`config.mk`:
```
export PLATFORM = sky130hd
export DESIGN_NAME = uart_mem_loader
export DESIGN_NICKNAME = d
export VERILOG_FILES = /design/src/rtl/uart_mem_loader.sv
export SDC_FILE = /design/constraint.sdc
export NUM_CORES = 1
export LEC_CHECK = 0
export ABC_AREA = 1
export BUFFER_PORTS_ARGS = -buffer_cell sky130_fd_sc_hd__buf_2
export CAP_MARGIN = 20
export CORE_MARGIN = 2
export CORE_UTILIZATION = 25
export CTS_CLUSTER_DIAMETER = 100
export DETAILED_ROUTE_END_ITERATION = 8
export GPL_TIMING_DRIVEN = 0
export PLACE_DENSITY = 0.4
export SLEW_MARGIN = 40
export SYNTH_ARGS = -nofsm -noshare
export SYNTH_HDL_FRONTEND = slang
export SYNTH_SLANG_ARGS = --single-unit
```
`constraint.sdc`:
```
create_clock -name clk -period 2.5 [get_ports clk]
set_clock_uncertainty 0.1 [all_clocks]
set_input_delay 0.125 -clock clk [delete_from_list [all_inputs] [get_ports clk]]
set_output_delay 0.125 -clock clk [all_outputs]
set_load 0.1 [all_outputs]
```
`src/rtl/uart_mem_loader.sv`:
```
// UART packet loader: 8N1 receiver, packet parser and checksum check feeding a memory write port.
// Optional inter-byte timeout enabled by defining UART_LOADER_TIMEOUT_EN.
module uart_mem_loader #(
  parameter int BAUD_DIV    = 434,
  parameter int ADDR_W      = 14,
  parameter int TIMEOUT_CYC = 69440
) (
  input  logic              clk,
  input  logic              rst,
  input  logic              rxd,
  output logic [ADDR_W-1:0] mem_wr_addr,
  output logic [7:0]        mem_wr_data,
  output logic              mem_wr,
  output logic              busy,
  output logic              done,
  output logic              err,
  output logic [7:0]        rx_data_peek
);

  localparam int CNT_W = $clog2(BAUD_DIV);
  localparam logic [CNT_W-1:0] BIT_END  = CNT_W'(BAUD_DIV - 1);
  localparam logic [CNT_W-1:0] HALF_END = CNT_W'(BAUD_DIV / 2 - 1);

  localparam logic [1:0] RX_IDLE  = 2'd0;
  localparam logic [1:0] RX_START = 2'd1;
  localparam logic [1:0] RX_DATA  = 2'd2;
  localparam logic [1:0] RX_STOP  = 2'd3;

  localparam logic [2:0] P_WAIT_SYNC = 3'd0;
  localparam logic [2:0] P_AHI       = 3'd1;
  localparam logic [2:0] P_ALO       = 3'd2;
  localparam logic [2:0] P_LEN       = 3'd3;
  localparam logic [2:0] P_DATA      = 3'd4;
  localparam logic [2:0] P_CSUM      = 3'd5;

  logic              sync1_q, sync1_d, sync2_q, sync2_d;
  logic [1:0]        rx_state_q, rx_state_d;
  logic [CNT_W-1:0]  baud_cnt_q, baud_cnt_d;
  logic [2:0]        bit_idx_q, bit_idx_d;
  logic [7:0]        shift_q, shift_d;
  logic              byte_valid_q, byte_valid_d;
  logic              ferr_q, ferr_d;
  logic [7:0]        peek_q, peek_d;

  logic [2:0]        p_state_q, p_state_d;
  logic [7:0]        sum_q, sum_d;
  logic [7:0]        addr_hi_q, addr_hi_d;
  logic [ADDR_W-1:0] waddr_q, waddr_d;
  logic [8:0]        remain_q, remain_d;
  logic              mem_wr_q, mem_wr_d;
  logic [ADDR_W-1:0] mem_wr_addr_q, mem_wr_addr_d;
  logic [7:0]        mem_wr_data_q, mem_wr_data_d;
  logic              done_q, done_d;
  logic              err_q, err_d;

`ifdef UART_LOADER_TIMEOUT_EN
  localparam int TMO_W = $clog2(TIMEOUT_CYC + 1);
  localparam logic [TMO_W-1:0] TMO_END = TMO_W'(TIMEOUT_CYC - 1);
  logic [TMO_W-1:0]  tmo_cnt_q, tmo_cnt_d;
`endif

  // Receiver: start bit is verified at mid-bit, then every bit is sampled at its centre.
  always_comb begin
    sync1_d      = rxd;
    sync2_d      = sync1_q;
    rx_state_d   = rx_state_q;
    baud_cnt_d   = baud_cnt_q + CNT_W'(1);
    bit_idx_d    = bit_idx_q;
    shift_d      = shift_q;
    byte_valid_d = 1'b0;
    ferr_d       = 1'b0;
    peek_d       = peek_q;
    case (rx_state_q)
      RX_IDLE: begin
        baud_cnt_d = '0;
        bit_idx_d  = '0;
        if (!sync2_q) rx_state_d = RX_START;
      end
      RX_START: begin
        if (baud_cnt_q == HALF_END) begin
          baud_cnt_d = '0;
          rx_state_d = sync2_q ? RX_IDLE : RX_DATA;
        end
      end
      RX_DATA: begin
        if (baud_cnt_q == BIT_END) begin
          baud_cnt_d = '0;
          shift_d    = {sync2_q, shift_q[7:1]};
          bit_idx_d  = bit_idx_q + 3'd1;
          if (bit_idx_q == 3'd7) rx_state_d = RX_STOP;
        end
      end
      default: begin
        if (baud_cnt_q == BIT_END) begin
          rx_state_d = RX_IDLE;
          if (sync2_q) begin
            byte_valid_d = 1'b1;
            peek_d       = shift_q;
          end else begin
            ferr_d = 1'b1;
          end
        end
      end
    endcase
  end

  // Parser: one state per received byte; peek_q holds the byte while byte_valid_q is high.
  always_comb begin
    p_state_d     = p_state_q;
    sum_d         = sum_q;
    addr_hi_d     = addr_hi_q;
    waddr_d       = waddr_q;
    remain_d      = remain_q;
    mem_wr_d      = 1'b0;
    mem_wr_addr_d = mem_wr_addr_q;
    mem_wr_data_d = mem_wr_data_q;
    done_d        = 1'b0;
    err_d         = 1'b0;
    if (byte_valid_q) begin
      case (p_state_q)
        P_WAIT_SYNC: begin
          if (peek_q == 8'hA5) begin
            sum_d     = 8'h00;
            p_state_d = P_AHI;
          end
        end
        P_AHI: begin
          sum_d     = sum_q + peek_q;
          addr_hi_d = peek_q;
          p_state_d = P_ALO;
        end
        P_ALO: begin
          sum_d     = sum_q + peek_q;
          waddr_d   = ADDR_W'({addr_hi_q, peek_q});
          p_state_d = P_LEN;
        end
        P_LEN: begin
          sum_d     = sum_q + peek_q;
          remain_d  = (peek_q == 8'h00) ? 9'd256 : {1'b0, peek_q};
          p_state_d = P_DATA;
        end
        P_DATA: begin
          sum_d         = sum_q + peek_q;
          mem_wr_d      = 1'b1;
          mem_wr_addr_d = waddr_q;
          mem_wr_data_d = peek_q;
          waddr_d       = waddr_q + ADDR_W'(1);
          remain_d      = remain_q - 9'd1;
          if (remain_q == 9'd1) p_state_d = P_CSUM;
        end
        default: begin
          if (8'(sum_q + peek_q) == 8'h00) done_d = 1'b1;
          else                             err_d  = 1'b1;
          p_state_d = P_WAIT_SYNC;
        end
      endcase
    end else if (ferr_q && p_state_q != P_WAIT_SYNC) begin
      err_d     = 1'b1;
      p_state_d = P_WAIT_SYNC;
    end
`ifdef UART_LOADER_TIMEOUT_EN
    tmo_cnt_d = (byte_valid_q || p_state_q == P_WAIT_SYNC) ? '0 : tmo_cnt_q + TMO_W'(1);
    if (!byte_valid_q && p_state_q != P_WAIT_SYNC && tmo_cnt_q == TMO_END) begin
      err_d     = 1'b1;
      p_state_d = P_WAIT_SYNC;
      tmo_cnt_d = '0;
    end
`endif
  end

  always_ff @(posedge clk) begin
    baud_cnt_q <= baud_cnt_d;
    bit_idx_q  <= bit_idx_d;
    shift_q    <= shift_d;
    sum_q      <= sum_d;
    addr_hi_q  <= addr_hi_d;
    waddr_q    <= waddr_d;
    remain_q   <= remain_d;
    if (rst) begin
      sync1_q       <= 1'b1;
      sync2_q       <= 1'b1;
      rx_state_q    <= RX_IDLE;
      byte_valid_q  <= 1'b0;
      ferr_q        <= 1'b0;
      peek_q        <= 8'h00;
      p_state_q     <= P_WAIT_SYNC;
      mem_wr_q      <= 1'b0;
      mem_wr_addr_q <= '0;
      mem_wr_data_q <= 8'h00;
      done_q        <= 1'b0;
      err_q         <= 1'b0;
`ifdef UART_LOADER_TIMEOUT_EN
      tmo_cnt_q     <= '0;
`endif
    end else begin
      sync1_q       <= sync1_d;
      sync2_q       <= sync2_d;
      rx_state_q    <= rx_state_d;
      byte_valid_q  <= byte_valid_d;
      ferr_q        <= ferr_d;
      peek_q        <= peek_d;
      p_state_q     <= p_state_d;
      mem_wr_q      <= mem_wr_d;
      mem_wr_addr_q <= mem_wr_addr_d;
      mem_wr_data_q <= mem_wr_data_d;
      done_q        <= done_d;
      err_q         <= err_d;
`ifdef UART_LOADER_TIMEOUT_EN
      tmo_cnt_q     <= tmo_cnt_d;
`endif
    end
  end

  assign mem_wr_addr  = mem_wr_addr_q;
  assign mem_wr_data  = mem_wr_data_q;
  assign mem_wr       = mem_wr_q;
  assign busy         = (p_state_q != P_WAIT_SYNC);
  assign done         = done_q;
  assign err          = err_q;
  assign rx_data_peek = peek_q;

endmodule

```
* After elaboration in Yosys (flattened, before gate mapping)
Index checks and enable logic that the tools add are counted.
** Word-level totals
- Register bits after elaboration :: 99
- Input port bits :: 3
** Cells by class
- Bitwise logic cells :: 3
- Equal/unequal tests :: 18
- Reductions and logical operators :: 28
- $add $sub $neg :: 5
- Multiplexer cells :: 30
** Operators with widths (count)
- $pmux W14 S2 :: 1
- $mux W9 :: 3
- $pmux W9 S3 :: 1
- $pmux W9 S2 :: 1
- $logic_not A8 Y1 :: 2
- $pmux W8 S2 :: 1
- $mux W3 :: 5
- $pmux W3 S5 :: 1
- $add A14 B1 Y14 const B :: 1
- $mux W2 :: 6
- $reduce_and A2 Y1 :: 6
- $ne A2 B2 Y1 const B :: 5
- $reduce_bool A2 Y1 :: 5
- $reduce_or A5 Y1 :: 2
- $add A9 B1 Y9 const B :: 1
- $eq A9 B1 Y1 const B :: 1
- $eq A9 B8 Y1 const B :: 1
- $eq A9 B9 Y1 const B :: 1
- $reduce_and A3 Y1 :: 3
- $sub A9 B1 Y9 const B :: 1
- $add A8 B8 Y8 :: 1
- $eq A8 B8 Y1 const B :: 1
- $mux W1 :: 8
- $mux W8 :: 1
- 19 further kinds :: 25

* Depth between registers and ports, before layout
Gate-level depths: netlist (run 1).
- Depth after elaboration :: 5
- Depth in mapped cells :: 13
- Gate-level depth less buffers :: 13

* Worst setup path after synthesis (run 1)
No wires, ideal clock.
- Path kind :: flip-flop to flip-flop
- Start :: register peek_q[0] (netlist: rx_data_peek[0])
- End :: register err_q (netlist: err)
- Data required time :: 2.288 ns
- Library setup time :: 0.112 ns
- Stages on the path, launching flop included :: 14
- Setup slack :: -0.095 ns
- Data arrival time :: 2.384 ns
- Cells stage by stage :: dfxtp_1 -> ha_1 -> inv_1 -> fa_1 -> inv_1 -> nand2_1 -> nand2_1 -> nand3_1 -> nand2_1 -> nand2_1 -> nand2_1 -> nand3_1 -> nor2_1 -> nor2_1
** On the way
- Cells in the longest elaborated chain, start to end :: 5
** Ends and longest elaborated chain
- start: declaration :: line 43 : logic [7:0] peek_q, peek_d;
- start signal: assignment :: line 201 : peek_q <= peek_d;
- $add A8 B8 Y8 :: line 152 : if (8'(sum_q + peek_q) == 8'h00) done_d = 1'b1;
- $logic_not A8 Y1 :: line 152
- $mux W1 :: line 152
- $mux W1 :: line 120 : case (p_state_q)
- $mux W1 :: line 119 : if (byte_valid_q) begin
- end signal: assignment :: line 207 : err_q <= err_d;
- end: declaration :: line 54 : logic err_q, err_d;
Every way passes these cells.
A chain may end at the register's enable or synchronous reset.

* Final worst setup path (run 1)
- Start :: register peek_q[0] (netlist: rx_data_peek[0])
- End :: register done_q (netlist: done)
** On the way
- Cells in the longest elaborated chain, start to end :: 3
** Ends and longest elaborated chain
- $add A8 B8 Y8 :: line 152
- $logic_not A8 Y1 :: line 152
- $mux W1 :: line 152
- end signal: assignment :: line 206 : done_q <= done_d;
- end: declaration :: line 53 : logic done_q, done_d;
Every way passes these cells.

==> impl.org, run 1 <==
** Final layout
- Non-filler instance count after layout :: ~830
- Post-route cell area :: 5480 µm²
- Area growth from synthesis to final layout :: 17.5%
- Final-stage net count :: roughly 610
- Proportion of layout cells with a drive suffix above 1 :: 0.150
- The number of antenna diodes in the final layout is 0.

** Detailed routing
- The routed design has around 12 mm of wire.
- Dividing the detail-routed wire length by the instance count gives 14.5 µm.
- In the routed design, unresolved DRC markers number 0.
- For this run, the detailed router's first-pass iteration total came to 4.
- Count of vias placed by the detailed router :: 3678
- Number of nets with antenna violations after detailed routing :: 0
- Dividing the detail-routed via count by the number of cells gives 4.44.
- The detailed router finished its first iteration with about 170 violations.

** Yosys
- Measured against the total synthesized area, the mux share comes to 0.
- Among all flip-flop cells after synthesis, the most frequent one is sky130_fd_sc_hd__dfxtp_1.
- In the post-synthesis netlist, the cell with the most instances is sky130_fd_sc_hd__nand2_1.
- In the synthesized netlist the async set-or-reset flop fraction comes to 0.
- Of the total synthesized cell area, the portion taken by XOR and XNOR cells is 0.0225.
- Post-Synthesis Net Count :: between 500 and 600
- Commonest cells in the netlist :: sky130_fd_sc_hd__nand2_1 (98), sky130_fd_sc_hd__nor2_1 (97), sky130_fd_sc_hd__inv_1 (55)
- By area the synthesized netlist is led by sky130_fd_sc_hd__edfxtp_1 (31%), sky130_fd_sc_hd__dfxtp_1 (22%), sky130_fd_sc_hd__nand2_1 (7.9%).
- Main combinational cell family by area after synthesis :: simple AND/OR/NAND/NOR gates
- Post-Synthesis Cells :: 545
- Number of enable flip-flop cells after synthesis :: between 40 and 50
- Flops & latches, synth :: 99
- Synthesized-area fraction occupied by and/or/nand/nor cells :: 0.253
- Of the post-synthesis cell area, the dominant cell type holds 0.309.
- For this run, the number of Yosys warnings is 0.
- Share of the synthesized area in compound gates (AO/OA/AOI/OAI) :: 0.0898
- The mapped netlist covers 4670 µm².
- In this run the mean area of a mapped cell was 8.56 µm².
- Counting distinct cell types in the post-synthesis netlist gives 39.
- Of the synthesized area, sequential elements account for 0.528.
- Of the total synthesized cell area, the portion taken by full adders, half adders and majority gates is 0.0445.
- sky130_fd_sc_hd__edfxtp_1 takes more of the synthesized area than any other cell.

** Timing
- After layout, the minimum clock period comes to about 2200 ps.
- At the pin with the least slew margin, the transition time is 737 ps.
- Maximum clock frequency :: 463 MHz
- The final hold violation count was 0.
- Setup violations remaining at the end of the flow were counted as 0.
- The number of max-slew violations in the final report was 0.
- The worst pin sits at a relative slew slack of 0.504.
- Setup repair after global routing left no endpoint under its margin.
- Period utilisation layout :: 0.864
- Smallest hold slack :: 326 ps
- Setup Total Neg Slack :: 0 ps

** Pwr
- Logic gate share of total power :: 0.068
- IR Drop Worst-Case VDD :: roughly 350 µV
- Of the total power, registers draw 0.522.
- Leakage power total :: 2.44 nW
- Clock power share :: 0.410
- Switch Pwr :: 806 µW
- Pint :: 2.60 mW
- Power spread over the standard cell area amounts to ~620 nW/µm².
- Switch share :: 0.236

** Clock network
- Number of sinks on the clock net :: a little under 100
- Root buf cell :: sky130_fd_sc_hd__clkbuf_16
- After clock tree synthesis, the setup repair step added 0 buffers.
- In this run the number of H-tree levels came out at 3.
- Counting along the longest clock path gives a buffer depth of 2.
- Counting the buffers created by CTS gives 9.
- The later pin in the worst-skew pair is clocked with a latency of 350 ps.
- Clock tree from TritonCTS :: yes
- In this run, post-CTS repair resized a total of 0 instances.
- Clock transition at path regs :: ~70 ps

** Placed design
- Detailed placement ended at an HPWL of 8.85 mm.
- In this run the cell area measured after placement is 5150 µm².
- Weighted congestion at the end of routability-driven global placement :: between 0.8 and 0.9
- Count of placed standard cells including taps :: 810
- Port bufs :: 36

** Hold path
- Worst Hold End :: sync2_q
- Counting instances, the worst hold path has a depth of 1.
- Min-delay src :: sync1_q
- Type of the tightest min-delay check :: flop to flop

** Floorplanning
- The core region is 18100 µm².
- Die Area :: 19800 µm²
- I/O pin total :: 37
- Die span in y :: 141 µm
- Horizontal die dimension :: 141 µm
- Rows :: a little under 50
- For this configuration, the core starts out at a cell density of 0.257.

** Global routing
- GR Util met3 :: 0.0319
- Pin count of the biggest net entering global routing :: 17
- Met1 capacity usage during global routing :: 0.167
- After global routing the overflow that remains totals 0.
- Met2 layer usage reported by global route :: 0.206
- In this run the most used layer during global routing was met2.
- The number of antenna violations at the first check in global routing is 0.
- Across every metal layer, demand over resource in global routing totals 0.126.
- Global-route wire length before repair :: 19.4 mm
- The via count of the first global-routing pass was 3673.

** Worst setup path
- Critical path capture point type :: flop
- The worst register-to-register path has a depth of 12.
- Origin of the critical flop-to-flop path :: rx_data_peek[0]
- At the worst endpoint, the arrival time is 2310 ps.
- Setup slack on the worst reg-to-reg path comes out at 340 ps.
- Worst setup SP type :: flop
- At the worst endpoint, the required time is 2650 ps.
- Worst setup path category :: flop to flop
- CP max FO :: 7
- In this run the critical register-to-register path is captured at done.

** Status
- Outcome :: completed

** Job
- The tool flagged a number of max-cap violations equal to 0.
## cell families after synthesis
family,Yosys count
xor gates and xnor gates,12
adders and majority gates,16
AOI/OAI and AO/OA,80
buffers and inverters,72
and+or+nand+nor,266
DFF,99
## through the flow
stage	total power, mW	setup WS, ps	utilization
global route	3.57	137	0.302
floorplan	1.99	107	-
detailed placement	2.05	307	0.284
CTS	3.47	288	0.302
finish	3.41	341	0.302
global placement	2.04	273	0.283
## worst max-delay path: stages, from the launching register on
cell and delay [ps]:
sky130_fd_sc_hd__dfxtp_2 450, sky130_fd_sc_hd__ha_1 240, sky130_fd_sc_hd__inv_1 70, sky130_fd_sc_hd__fa_1 380
sky130_fd_sc_hd__inv_1 110, sky130_fd_sc_hd__nand2_1 60, sky130_fd_sc_hd__nand2_1 80, sky130_fd_sc_hd__nand3_1 100
sky130_fd_sc_hd__nand2_1 80, sky130_fd_sc_hd__nand2_1 40, sky130_fd_sc_hd__nand2_1 70, sky130_fd_sc_hd__nand3_1 100
sky130_fd_sc_hd__nor3_1 190
## layer usage
layer	wire (µm)	part of all wire
met5	0	0
met4	206	0.017
met3	445	0.037
met2	5570	0.46
met1	5780	0.48
## power by group through the flow
stage	logic, mW	clock network [mW]	registers [mW]
2_1_floorplan	0.182	0	1.81
3_3_place_gp	0.227	0	1.81
3_5_place_dp	0.231	0	1.81
4_1_cts	0.238	1.45	1.78
5_1_grt	0.275	1.51	1.78
6_report	0.233	1.40	1.78
## placed cells by master (no fill, tap or decap), types with 2 or more instances in the layout
cell,netlist,routed
sky130_fd_sc_hd__nand2_1,98,98
sky130_fd_sc_hd__nor2_1,97,96
sky130_fd_sc_hd__inv_1,55,55
sky130_fd_sc_hd__ha_1,15,15
sky130_fd_sc_hd__edfxtp_1,48,48
sky130_fd_sc_hd__o31ai_1,2,2
sky130_fd_sc_hd__nand3_1,32,32
sky130_fd_sc_hd__clkbuf_16,0,9
sky130_fd_sc_hd__nor2_4,2,2
sky130_fd_sc_hd__a21oi_1,27,25
sky130_fd_sc_hd__nand4_1,4,4
sky130_fd_sc_hd__xor2_1,6,6
sky130_fd_sc_hd__nor3_1,13,13
sky130_fd_sc_hd__buf_2,10,46
sky130_fd_sc_hd__nand2_2,4,4
sky130_fd_sc_hd__or2_2,3,3
sky130_fd_sc_hd__inv_2,4,4
sky130_fd_sc_hd__dlygate4sd3_1,0,3
sky130_fd_sc_hd__dfxtp_2,0,2
sky130_fd_sc_hd__dfxtp_1,51,49
sky130_fd_sc_hd__clkbuf_1,1,2
sky130_fd_sc_hd__nor2_2,1,2
sky130_fd_sc_hd__xnor2_1,6,6
sky130_fd_sc_hd__nor3_2,4,4
sky130_fd_sc_hd__o21ai_0,44,44
## flip-flops by register name, indices dropped and copies added, names as in the netlist
| signal | flops |
|---|---|
| byte_valid_q | 1 |
| ferr_q | 1 |
| p_state_q | 3 |
| waddr_q | 14 |
| sync1_q | 1 |
| bit_idx_q | 3 |
| baud_cnt_q | 9 |
| sum_q | 8 |
| rx_state_q | 2 |
| shift_q | 8 |
| addr_hi_q | 6 |
| mem_wr_data | 8 |
| mem_wr_addr | 14 |
| err | 1 |
| remain_q | 9 |
| sync2_q | 1 |
| rx_data_peek | 8 |
| done | 1 |
| mem_wr | 1 |
## layout make-up
type	count	area, µm²
Clock inverter	6	63.8
Timing Repair Buffer	39	210
Tap cell	229	287
Multi-Input combinational cell	374	1940
Fill cell	1948	12700
Sequential cell	99	2460
Inverter	59	221
Buffer	13	70.1
Clock buffer	10	229
## worst max-delay path by stage
stage	start	end	slack, ps
2_1_floorplan	rx_data_peek[3]	err	110
3_3_place_gp	rx_data_peek[0]	done	270
3_5_place_dp	rx_data_peek[0]	done	310
4_1_cts	rx_data_peek[0]	done	290
5_1_grt	rx_data_peek[0]	done	140
6_report	rx_data_peek[0]	done	340
## timing repair
action | 4_1_cts | 5_1_grt
hold buffers | 3 | 0
endpoints found under the hold margin | 5 | 0
endpoints found under the setup margin | 0 | 0
No activity file was read; power rests on OpenSTA's default activity.
==> inputs of run 2 (changes only) <==
Settings changed: ABC_AREA 1 to default, CTS_BUF_LIST from default to sky130_fd_sc_hd__clkbuf_2.
==> run 2 against run 1 <==
  * Setup slack got worse by 94 ps
  * Final area fell by 5.8%
  * Count of clock-buffer cells in the layout did not move
  * Cell count fell by 12%
==> impl.org, run 2 <==
** Status
- The run finished with clean final reports.

** Yosys
- Yosys instantiated no cell more often than sky130_fd_sc_hd__nand2_1.
- Count of warnings emitted by yosys :: 0
- When the netlist entered floorplanning its net count stood at 463.
- Of the post-synthesis cell area, the dominant cell type holds 0.319.
- In the synthesized netlist, the number of instances is 444.
- Avg Inst Size Synth :: 10.2 µm²
- Area contributors post-synth :: sky130_fd_sc_hd__edfxtp_1 (32%), sky130_fd_sc_hd__dfxtp_1 (23%), sky130_fd_sc_hd__nand2_1 (5.5%)
- Cell accounting for the most synthesized area :: sky130_fd_sc_hd__edfxtp_1
- Yosys mapped a number of flops with a built-in enable equal to 48.
- Flops & latches, synth :: 99
- For this run, the register share of the synthesized area comes to 0.546.
- Number of unique standard cell types used by synthesis :: 48
- Top_reg_cell synth :: sky130_fd_sc_hd__dfxtp_1
- Commonest cells in the netlist :: sky130_fd_sc_hd__nand2_1 (66), sky130_fd_sc_hd__nor2_1 (57), sky130_fd_sc_hd__dfxtp_1 (51)
- Async set-reset flop share out of synthesis :: 0
- Netlist area before placement :: 4510 µm²

** Detailed routing
- For this block, the initial DRC count from the detailed router was 159.
- Routed wire length :: around 11 mm
- Detailed-route DRC error count :: 0
- The first TritonRoute pass finished after 4 iterations.
- Routed vias/inst :: 4.48
- Count of vias placed by the detailed router :: 3258
- The detail route stage leaves a number of antenna-violating nets equal to 0.
- Average wire per cell in the routed design :: 14.8 µm

** Floorplanning
- Die Area :: 19100 µm²
- 37 I/O pins were placed.
- Rows :: 49
- After floorplanning, the core was sized to cover 17800 µm².
- In this run the horizontal extent of the chip is 138 µm.
- In this run the vertical extent of the chip is 138 µm.
- For this configuration, the core starts out at a cell density of 0.253.

** Global routing
- The number of antenna violations at the first check in global routing is 0.
- Across every metal layer, demand over resource in global routing totals 0.117.
- Entering global routing, the biggest net connects 17 pins.
- The first global-routing pass estimated about 18 mm of wire.
- Remaining Overflow, GRT :: 0
- Via count of the first global-routing pass :: between 3000 and 4000

** Worst setup path
- STA classifies the critical path endpoint as a flop.
- Together, buffers and inverters on the worst path number 1.
- Top cell family by delay on the critical path :: simple AND/OR/NAND/NOR gates
- On the worst path, the slowest cell contributes a delay of 500 ps.
- Worst setup path category :: flop to flop
- Worst setup SP type :: flop
- CP max FO :: 8
- At the worst endpoint, the arrival time is 2710 ps.
- For the worst setup path, the data required time is 2960 ps.
- Among all stages on the critical path, the largest delay is contributed by sky130_fd_sc_hd__dfxtp_2.
- Traced cell by cell, the critical path runs through ha_1, inv_1, fa_1, nor2b_1, o21ai_1, xor2_1, and4b_4, and4_1.

** Timing
- Slew of the pin with the lowest slew margin :: 795 ps
- The number of max-slew violations in the final report is 0.
- Post-route minimum period :: 2250 ps
- Headroom to the max-slew limit came out at 0.469.
- In the finished design, the share of the clock period the worst path needs comes to 0.901.
- Crit path setup slack, layout :: 247 ps
- The final hold violation count is 0.
- Derived from the worst setup path, the maximum achievable clock frequency is 444 MHz.
- Setup repair after global routing missed its margin :: no
- Setup violations remaining at the end of the flow were counted as 0.
- Smallest hold slack :: roughly 160 ps

** Clock network
- The number of clock buffers added by TritonCTS is 9.
- The H-tree was split into 3 levels.
- Root buf cell :: sky130_fd_sc_hd__clkbuf_2
- After clock tree synthesis, the setup repair step added 0 buffers.
- Number of sinks on the clock net :: 99
- Clock transition at path regs :: between 200 and 300 ps
- Counting along the longest clock path gives a buffer depth of 2.
- Later-pin clock latency in the skew report :: 610 ps
- Clock tree from TritonCTS :: yes

** Job
- Across the run, the number of max-cap violations was 0.

** Pwr
- Total power per unit cell area :: around 510 nW/µm²
- IR Drop Worst-Case VDD :: 214 µV
- The design draws 2.63 mW.
- Leakage power total :: 1.84 nW

** Placed design
- Port bufs :: 35
- At the placement stage, the worst setup path has a slack of 247 ps.
- The HPWL after detailed placement is 7.71 mm.
- In this run the cell area measured after placement is between 5000 and 6000 µm².
- At the end of routability-driven placement, the weighted congestion stood at 0.791.

** Hold path
- The path class of the tightest hold or removal check is input port to flop.

** Final layout
- At the end of the flow, the number of nets in the layout was 512.
- Area growth from synthesis to final layout :: 14.5%
- Leaving out fill and tap cells, the most frequent cell in the layout is sky130_fd_sc_hd__nand2_1.
- Proportion of layout cells with a drive suffix above 1 :: 0.161
- Commonest cells after routing, fill and taps aside :: sky130_fd_sc_hd__nand2_1 (66), sky130_fd_sc_hd__nor2_1 (56), sky130_fd_sc_hd__edfxtp_1 (48)
- Measured on the finished design, the core utilization comes to 0.290.
- The filler cells instantiated in the layout total 1891.
- The repair_antennas step left the layout with diodes totalling 0.
- Post-route cell area :: 5170 µm²
==> run 2: repair_timing <==
| action | in CTS | in global routing |
|---|---|---|
| gates resized for setup | 0 | 0 |
| hold buffers | 2 | 0 |
| hold endpoints to repair | 3 | 0 |
==> run 2: kinds of logic (layout without fill, tap and decap cells) <==
logic type                 count (synthesis)  after routing  synth area share
adders and majority gates                 16             16            0.0460
DFF                                       99             99             0.546
and+or+nand+nor                          189            189             0.207
buffers and inverters                     28             82            0.0247
xor gates and xnor gates                  33             33            0.0640
muxes                                      9              9            0.0200
AOI/OAI and AO/OA                         70             70            0.0926
==> run 2: through the flow <==
| stage | cells | TNS (ps) |
|---|---|---|
| after global routing | 727 | 0 |
| after CTS | 727 | 0 |
| after floorplan | 444 | 0 |
| after detailed placement | 709 | 0 |
| final | 727 | 0 |
| after global placement | 708 | -339 |
==> run 2: where the power goes <==
part	total (mW)	leakage, nW	switching [mW]	internal, mW
sequential	1.70	0.858	0.00389	1.69
clock	0.899	0.0863	0.562	0.337
combinational	0.0329	0.898	0.0228	0.0101
total	2.63	1.84	0.589	2.04
==> run 2: worst min-delay path: stages <==
cell,delay (ps)
sky130_fd_sc_hd__dlygate4sd3_1,520
sky130_fd_sc_hd__buf_2,100
sky130_fd_sc_hd__or2_2,90
==> run 2: cell type report <==
cell class,count,area [µm²],share of cell area
plain buffers,18,73.8,0.0143
clock buffers,10,50.0,0.00969
clock inverters,6,87.6,0.0169
inverters,10,37.5,0.00726
multi-input cells,317,1960,0.379
flip-flops and latches,99,2470,0.478
well taps,229,287,0.0554
repair buffers,38,203,0.0392
==> run 2: layer usage <==
layer	GRT usage	vias up	routed length [µm]
met5	0	-	0
met4	0.0274	0	109
met3	0.0294	8	301
met2	0.183	41	5000
met1	0.163	1567	5370
li1	-	1642	-
==> run 2: path summary, 6_finish.rpt <==
| kind | start | end | slack (ps) | depth (start not counted) |
|---|---|---|---|---|
| max | rx_data_peek[0] | done | 250 | 8 |
| min reg2reg | sync1_q | sync2_q | 360 | 1 |
| min | rxd | sync1_q | 160 | 3 |
| max reg2reg | rx_data_peek[0] | done | 250 | 8 |
==> inputs of run 3 (changes only) <==
Settings changed: ABC_AREA from default to 1.
==> run 3 against run 2 <==
  * Global-route usage increased by 0.93 points
  * Sequential share of layout area decreased by 1.3 points
  * First-iteration DRC count increased by 19%
  * Largest cell class unchanged
  * Combinational power increased to 7.1 times the previous value
  * Non-clock buffer count decreased by 4
  * Flip-flop and latch count unchanged
==> impl.org, run 3 (synthesized netlist as in run 1, its figures left out) <==
** Clock network
- TritonCTS built the clock tree.
- Number of sinks on the clock net :: between 90 and 100
- Clock transition at path regs :: around 270 ps
- Hold buffers post-CTS :: 3
- The H-tree was split into 3 levels.
- CTS placed an instance of sky130_fd_sc_hd__clkbuf_2 at the clock tree root.
- Later-pin clock latency in the skew report :: 590 ps
- Post-cts sizing count :: 0
- TritonCTS buffer count :: 9
- No sink is reached through more buffers than the 2 on the longest clock path.
- Once the clock tree was built, the setup fixing pass inserted 0 buffers.

** Floorplanning
- I/O pin total :: 37
- Initial core utilization :: 0.257
- The die covers 19800 µm².
- The floorplan has 49 rows.
- Die span in y :: 141 µm
- In this run the horizontal extent of the chip is 141 µm.
- Area inside the core boundary :: 18100 µm²

** Hold path
- Worst Hold End :: mem_wr
- Min-delay src :: rst
- The min-delay analysis places its worst path in the category input port to flop.
- The worst hold path passes through 3 cells.

** Global routing
- Overall track demand over capacity in global routing :: 0.126
- The via count of the first global-routing pass was 3646.
- Entering global routing, the biggest net connects 17 pins.
- Remaining Overflow, GRT :: 0
- The first global-routing pass estimated 19.3 mm of wire.
- Number of antenna violations at the first check in global routing :: 1

** Pwr
- The worst-case IR drop observed on VDD is 182 µV.
- In this run the power density over the cells is 528 nW/µm².
- The analysis attributes to cell leakage a power of 2.37 nW.

** Timing
- The final hold violation count was 0.
- Setup Total Neg Slack :: 0 ps
- The clock period could shrink to 2200 ps.
- Period utilisation layout :: 0.882
- The tightest hold path in the finished design has a slack of 192 ps.
- Final setup violation count :: 0
- Based on the critical path, the design can be clocked at up to 454 MHz.
- Headroom to the max-slew limit :: 0.503
- Final Slew Violations :: 0
- Setup repair after global routing missed its margin :: no
- At the pin with the least slew margin, the transition time is 739 ps.
- Setup slack on the critical path of the routed design comes to between 200 and 300 ps.

** Final layout
- Area growth from synthesis to final layout :: 13.7%
- Of the cells placed in the final design, the portion with a size suffix greater than 1 is 0.152.
- Most common cell after layout, fill and taps aside :: sky130_fd_sc_hd__nand2_1
- In the layout the commonest cells are sky130_fd_sc_hd__nand2_1 (98), sky130_fd_sc_hd__nor2_1 (96), sky130_fd_sc_hd__inv_1 (55).
- Core Util, Final :: 0.292
- For this run, the number of standard cells in the final layout without fillers is 830.
- In the final design database the tool counted 614 nets.

** Worst setup path
- In this run the register-to-register setup slack is around 300 ps.
- End of the worst register-to-register path :: done
- Counting stages on the worst path, the most repeated cell is sky130_fd_sc_hd__nand3_1.
- CP required :: slightly below 3000 ps
- The worst setup path is launched from a flop.
- The signal on the critical path passes through ha_1, inv_1, fa_1, nand3_1, nor2_1, nand3_1, nor2_1, nand3_1, nor3_1.
- Worst setup path category :: flop to flop
- STA classifies the critical path endpoint as a flop.
- Top cell family by delay on the critical path :: adder cells
- For this run, the slowest stage of the critical path takes 510 ps.
- Arrival time reported for the critical path endpoint :: 2600 ps
- CP max FO :: 7
- Origin of the critical flop-to-flop path :: rx_data_peek[0]
- Critical path buffer and inverter count :: 1
- Worst Reg-to-Reg Cells :: 9
- Slowest-stage cell, CP :: sky130_fd_sc_hd__dfxtp_2

** Placed design
- OpenSTA, run right after detailed placement, puts the worst setup slack at roughly 310 ps.
- Count of placed standard cells including taps :: 810
- HPWL after detailed placement :: roughly 8.9 mm
- The congestion estimate from routability-driven global placement came to 0.849.
- Port buffering added 36 buffers.

** Detailed routing
- Routed wire length :: ~12 mm
- Number of nets with antenna violations after detailed routing :: 0
- The pre-antenna-repair detailed-routing pass consisted of 5 iterations.
- The detailed router finished its first iteration with 190 violations.
- Count of vias placed by the detailed router :: 3697
- Average wire per cell in the routed design :: between 10 and 15 µm
- In the routed design, unresolved DRC markers number 0.
- Dividing the detail-routed via count by the number of cells gives 4.45.

** Job
- Max-cap violations in this run came to 0.

** Status
- The run finished with clean final reports.
-- run 3: cell count changes in the layout (fill, tap and decap cells not counted), moves of 13 or more --
| cell | before | now |
|---|---|---|
| sky130_fd_sc_hd__nand3_1 | 14 | 32 |
| sky130_fd_sc_hd__a21oi_1 | 44 | 25 |
| sky130_fd_sc_hd__nor2_1 | 56 | 96 |
| sky130_fd_sc_hd__nand2_1 | 66 | 98 |
| sky130_fd_sc_hd__xnor2_1 | 19 | 6 |
| sky130_fd_sc_hd__inv_1 | 10 | 55 |
| sky130_fd_sc_hd__o21ai_0 | 4 | 44 |
-- run 3: final cells by class --
| cell class | instances | area [µm²] |
|---|---|---|
| inverter | 59 | 221 |
| clock buffer | 10 | 50.0 |
| buffer | 13 | 70.1 |
| antenna | 1 | 2.50 |
| clock inverter | 6 | 63.8 |
| sequential | 99 | 2460 |
| fill | 1963 | 12800 |
| multi-input combinational | 374 | 1940 |
| timing repair buffer | 39 | 210 |
| tap | 229 | 287 |
-- run 3: routing by layer --
| metal | global-route usage | up-vias | part of all wire |
|---|---|---|---|
| li1 | - | 1903 | - |
| met1 | 0.166 | 1704 | 0.48 |
| met2 | 0.205 | 81 | 0.46 |
| met3 | 0.0319 | 9 | 0.044 |
| met4 | 0.0379 | 0 | 0.018 |
| met5 | 0 | - | 0 |
-- run 3: through the flow --
stage / cell area [µm²] / power, mW
2_1_floorplan: 4670 / 1.99
3_3_place_gp: 5140 / 2.04
3_5_place_dp: 5150 / 2.05
4_1_cts: 5300 / 2.86
5_1_grt: 5310 / 2.97
6_report: 5310 / 2.80
-- run 3: report_power, final --
part | internal (mW) | switching, mW
sequential | 1.74 | 0.0433
clock | 0.235 | 0.550
combinational | 0.0892 | 0.144
total | 2.06 | 0.737
-- run 3: tightest hold or removal path: stages --
cell and delay (ps):
sky130_fd_sc_hd__dlygate4sd3_1 520, sky130_fd_sc_hd__buf_2 180, sky130_fd_sc_hd__nor2_1 60
-- run 3: worst max-delay path by stage --
| stage | startpoint | end | cells past startpoint |
|---|---|---|---|
| 2_1_floorplan | rx_data_peek[3] | err | 8 |
| 3_3_place_gp | rx_data_peek[0] | done | 9 |
| 3_5_place_dp | rx_data_peek[0] | done | 9 |
| 4_1_cts | rx_data_peek[0] | done | 9 |
| 5_1_grt | rx_data_peek[0] | done | 12 |
| 6_report | rx_data_peek[0] | done | 9 |
